<file path="config.mk">
export PLATFORM = sky130hd
export DESIGN_NAME = tt_um_ro_freq_meter
export DESIGN_NICKNAME = d
export VERILOG_FILES = /design/src/rtl/tt_um_ro_freq_meter.sv
export SDC_FILE = /design/constraint.sdc
export NUM_CORES = 1
export LEC_CHECK = 0
export CAP_MARGIN = 30
export CELL_PAD_IN_SITES_DETAIL_PLACEMENT = 1
export CELL_PAD_IN_SITES_GLOBAL_PLACEMENT = 2
export CORE_MARGIN = 4
export CORE_UTILIZATION = 35
export CTS_CLUSTER_DIAMETER = 60
export DETAILED_ROUTE_END_ITERATION = 7
export PLACE_DENSITY = 0.91
export SETUP_SLACK_MARGIN = 0.05
export SLEW_MARGIN = 20
export SYNTH_ARGS = -nofsm -noshare
export SYNTH_HDL_FRONTEND = slang
export SYNTH_SLANG_ARGS = --single-unit
</file>
<file path="constraint.sdc">
create_clock -name clk -period 3.4 [get_ports clk]
set_input_delay 0.68 -clock clk [delete_from_list [all_inputs] [get_ports clk]]
set_output_delay 0.68 -clock clk [all_outputs]
set_load 0.01 [all_outputs]
</file>
<file path="src/rtl/tt_um_ro_freq_meter.sv">
// Ring-oscillator frequency meter: counts rising edges of an async divided-osc line over a clk gate window.
// Define FREQ_METER_PERIOD_EN to also build period mode (clk cycles between two osc edges).
module tt_um_ro_freq_meter #(
  parameter int GATE_CYCLES = 10000,
  parameter int CNT_W       = 16
) (
  input  logic       clk,
  input  logic       rst_n,
  input  logic       ena,
  input  logic [7:0] ui_in,
  output logic [7:0] uo_out,
  input  logic [7:0] uio_in,
  output logic [7:0] uio_out,
  output logic [7:0] uio_oe
);

  localparam int WIN_W = (GATE_CYCLES > 2) ? $clog2(GATE_CYCLES) : 1;
  localparam logic [WIN_W-1:0] WIN_LAST = WIN_W'(GATE_CYCLES - 1);
  localparam logic [CNT_W-1:0] CNT_MAX  = {CNT_W{1'b1}};

`ifdef FREQ_METER_PERIOD_EN
  typedef enum logic [1:0] {IDLE = 2'd0, GATE = 2'd1, LATCH = 2'd2, ARM = 2'd3} state_t;
`else
  typedef enum logic [1:0] {IDLE = 2'd0, GATE = 2'd1, LATCH = 2'd2} state_t;
`endif

  function automatic logic [CNT_W-1:0] sat_inc(input logic [CNT_W-1:0] v);
    return (v == CNT_MAX) ? v : v + 1'b1;
  endfunction

  state_t             state, state_nxt;
  logic               osc_p0, osc_p1, osc_p2;
  logic               start_p0, start_p1, start_p2;
  logic               osc_pulse, start_pulse;
  logic [WIN_W-1:0]   win;
  logic [CNT_W-1:0]   edge_cnt;
  logic               sat;
  logic [CNT_W-1:0]   result;
  logic               ovf;
  logic               valid;
  logic [CNT_W-9:0]   shadow;
  logic               busy;
  logic               period_mode;
  logic               unused;

  // Stage p0/p1: two-flop synchronizers; p2 holds the previous synchronized value
  always_ff @(posedge clk) begin
    if (!rst_n) begin
      osc_p0   <= 1'b0;
      osc_p1   <= 1'b0;
      osc_p2   <= 1'b0;
      start_p0 <= 1'b0;
      start_p1 <= 1'b0;
      start_p2 <= 1'b0;
    end else begin
      osc_p0   <= ui_in[0];
      osc_p1   <= osc_p0;
      osc_p2   <= osc_p1;
      start_p0 <= ui_in[2];
      start_p1 <= start_p0;
      start_p2 <= start_p1;
    end
  end

  assign osc_pulse   = osc_p1 & ~osc_p2;
  assign start_pulse = start_p1 & ~start_p2;

`ifdef FREQ_METER_PERIOD_EN
  always_ff @(posedge clk) begin
    if (!rst_n) begin
      period_mode <= 1'b0;
    end else if (state == IDLE) begin
      period_mode <= ui_in[4];
    end
  end
  assign unused = &{1'b0, ena, uio_in, ui_in[7:5]};
`else
  assign period_mode = 1'b0;
  assign unused      = &{1'b0, ena, uio_in, ui_in[7:4]};
`endif

  always_ff @(posedge clk) begin
    if (!rst_n) begin
      state <= IDLE;
    end else begin
      state <= state_nxt;
    end
  end

  always_comb begin
    state_nxt = state;
    case (state)
      IDLE: begin
        if (start_pulse || ui_in[3]) begin
          state_nxt = GATE;
`ifdef FREQ_METER_PERIOD_EN
          if (ui_in[4]) state_nxt = ARM;
`endif
        end
      end
`ifdef FREQ_METER_PERIOD_EN
      ARM: begin
        if (osc_pulse) state_nxt = GATE;
      end
`endif
      GATE: begin
        if (period_mode) begin
          // the closing edge ends the period; a full counter ends it as overflow
          if (osc_pulse || edge_cnt == CNT_MAX) state_nxt = LATCH;
        end else if (win == WIN_LAST) begin
          state_nxt = LATCH;
        end
      end
      LATCH:   state_nxt = IDLE;
      default: state_nxt = IDLE;
    endcase
  end

  // Stage gate: window and edge counters, cleared whenever the FSM sits in IDLE
  always_ff @(posedge clk) begin
    case (state)
      IDLE: begin
        win      <= '0;
        edge_cnt <= '0;
        sat      <= 1'b0;
      end
      GATE: begin
        win <= win + 1'b1;
        if (period_mode) begin
          edge_cnt <= sat_inc(edge_cnt);
          if (edge_cnt == CNT_MAX && !osc_pulse) sat <= 1'b1;
        end else if (osc_pulse) begin
          edge_cnt <= sat_inc(edge_cnt);
          if (edge_cnt == CNT_MAX) sat <= 1'b1;
        end
      end
      default: ;
    endcase
  end

  // Stage latch: result/ovf only move in LATCH so a readout never sees a partial count
  always_ff @(posedge clk) begin
    if (!rst_n) begin
      result <= '0;
      ovf    <= 1'b0;
      valid  <= 1'b0;
    end else if (state == LATCH) begin
      result <= edge_cnt;
      ovf    <= sat;
      valid  <= 1'b1;
    end
  end

  // Stage readout: a low-byte read snapshots the high bits so the following high read matches it
  always_ff @(posedge clk) begin
    if (!rst_n) begin
      uo_out <= 8'h00;
      shadow <= '0;
    end else if (!ui_in[1]) begin
      uo_out <= result[7:0];
      shadow <= result[CNT_W-1:8];
    end else begin
      uo_out <= 8'(shadow);
    end
  end

  assign busy    = (state != IDLE);
  assign uio_out = {4'b0000, osc_p1, busy, ovf, valid};
  assign uio_oe  = 8'h0F;

endmodule

</file>
==> metrics.txt <==
leading area contributor after synthesis edfxtp_1; first-pass GRT wire length 11.5 mm; YS warnings 0; combinational fraction of design power 5.3%; DRC errors left 0; Clk Latency, worst-skew pair 0.34 ns; Max Clk Rate 453 MHz; setup violators final 0; IO Pins 43; Syn Area/Cell 9.97 µm²; vias in the first global route 2391; Power Density 460 nW/µm²; Simple-Gate Fraction of Synth Area 23.2%; worst hold-check path type register to register; prevailing post-synth register cell dfxtp_1; Root Buffer clkbuf_8; Setup crit start kind register; Hold WS 0.440 ns; unrepaired setup endpoints after global routing false; routed wire length per instance 13.7 µm; Post-Syn Area 3360 µm²; IO buf count 17; final hold vios 0; fin crit share 64.9%; Synth Area in Compound Gates 13.2%; Final #Nets 370; sequential power share 56.4%; Synth top area share 27.7%; drt pass-1 iters 4; Routed Antenna Nets 0; Post-synth ARST share 0%; Worst-path clk slew 0.09 ns; die height 106 µm; slowest stage delay, CP 0.49 ns; worst vdd ir 0.176 mV; most common cell in the netlist nand2_1; Clock Path Buffers 2; Internal Power 1.31 mW; Post-CTS Setup Repair Bufs 0; n_diodes 0; Crit path buffers/inverters 1; worst slew pin tran 0.665 ns; clock share of power 38.3%; post-CTS sizing 0; clk_skew 0.0169 ns; mux share of post-synthesis cell area 1.79%; gp weighted congestion 0.755; cts hold-fix bufs 0; fin. max-slew vios 0; xor/xnor share of the synthesized area 1.56%; Routed Wire Length 6.60 mm; post-synthesis sequential area ratio 52.7%; Top Family by Delay on Critical Path buffers and inverters; reg2reg path depth 4; Synth cell types 38; violation count after the first detailed-route iteration 190; Hold Path Depth 1; Vias 2382; initial core utilization 36.2%; Crit Path Class register to output pin; fraction of final layout cells sized beyond drive strength 1 7.91%; crit path time final 2.21 ns; total routing usage reported by global routing 12.6%; TritonCTS buffer count 9; CP required 2.72 ns; register bit total from synthesis 73; critical path cell sequence or2_2 > clkdlybuf4s50_1; Synth Area in Adders 0.745%; CTS tree yes; Synth Instances 337; drt via density 4.93; Fillers 1060; GR Overflow Total 0; Post-synth EDFFs 31; CP Depth 2; switching pwr 0.427 mW; area delta synth->final 12.6%; status completed; initial antenna violation count 0; row count 35; Lkg Pwr 1.24 nW; htree depth 3; Final TNS setup 0 ns; CTS sink count 73; Sw Share 24.5%; core area 9280 µm²; critical path peak fanout 6; Max-Cap Viols 0; slowest CP cell clkdlybuf4s50_1; crit path DAT 1.53 ns; largest cells by area after synthesis edfxtp_1 (28%), dfxtp_1 (25%), a21boi_0 (7.4%), nand2_1 (6.0%), nand2b_1 (4.3%); Die ar. 11200 µm²; Post-DP HPWL 4.51 mm; die width 106 µm; Worst setup EP type output pin; largest family of logic cells by synthesized area simple AND/OR/NAND/NOR gates; Slew HR 55.5%; synth cell count leaders nand2_1 (54), dfxtp_1 (42), a21boi_0 (33); largest net degree at the start of global routing 25
## cell families after synthesis
| kind of cell | count (synthesis) |
|---|---|
| AOI/OAI and AO/OA | 66 |
| xor gates and xnor gates | 6 |
| adders and majority gates | 2 |
| buffers and inverters | 41 |
| DFF | 73 |
| muxes | 6 |
| other | 2 |
| and+or+nand+nor | 141 |
## path summary, 6_finish.rpt
path,start,end,slack (ns)
setup reg to reg,edge_cnt[0],sat,1.56
setup / recovery,state[0],uio_out[2],1.19
hold / removal,start_p0,start_p1,0.44
hold reg to reg,start_p0,start_p1,0.44
## sequential cells by signal, summed over array words and instances, names as in the netlist, 2 cells and up
| name | count |
|---|---|
| win | 14 |
| shadow | 8 |
| uo_out | 8 |
| state | 2 |
| edge_cnt | 16 |
| result | 16 |
## power groups by stage
stage | sequential [mW] | combinational, mW | clock, mW
after floorplan | 0.985 | 0.0841 | 0
after global placement | 0.999 | 0.0901 | 0
after detailed placement | 1.00 | 0.0936 | 0
after CTS | 0.981 | 0.0942 | 0.684
after global routing | 0.987 | 0.106 | 0.723
final | 0.981 | 0.0929 | 0.666
## cell type report
cell class / count / area (µm²) / area share (%)
inverter: 9 / 33.8 / 0.893
tap: 129 / 161 / 4.27
multi-input combinational: 233 / 1410 / 37.1
timing repair buffer: 23 / 215 / 5.69
clock buffer: 11 / 163 / 4.30
clock inverter: 5 / 32.5 / 0.860
sequential: 73 / 1770 / 46.8
## through the flow
step	area [µm²]	setup WS, ns	total power [mW]	cells	util, %
3_5_place_dp	3590	1.23	1.09	467	38.6
2_1_floorplan	3400	0.958	1.07	347	-
3_3_place_gp	3580	1.26	1.09	466	38.6
4_1_cts	3780	1.17	1.76	483	40.7
6_report	3780	1.19	1.74	483	40.7
5_1_grt	3780	1.12	1.82	483	40.7
## worst register-to-register path, cell delays in order, from the launching register on
cell and delay [ns]:
edfxtp_1 0.44, ha_1 0.26, nand3_1 0.12, or4_1 0.52, o21ai_0 0.20
## cell usage in the layout (no fill, tap or decap), types with 5 or more instances in the layout
cell type        Yosys  layout
a21boi_0            33      33
a21oi_1             14      14
and2_1               9       9
buf_4               16       6
clkbuf_8             0      10
clkdlybuf4s50_1      0      17
conb_1               2      12
dfxtp_1             42      42
edfxtp_1            31      31
inv_1                8       8
mux2i_1              6       6
nand2_1             54      54
nand2b_1            23      23
nand3_1             10      10
nor2_1               7       7
nor4_1               7       7
o21ai_0              7       6
o31ai_1              8       8
or3_1                5       5
or4_1                9       9
## layer usage
layer,wire length [µm],global-route usage (%)
met4,66,4.63
met5,0,0
met3,148,3.04
met1,3130,16.1
met2,3250,20.9
No activity file was read; power rests on OpenSTA's default activity.
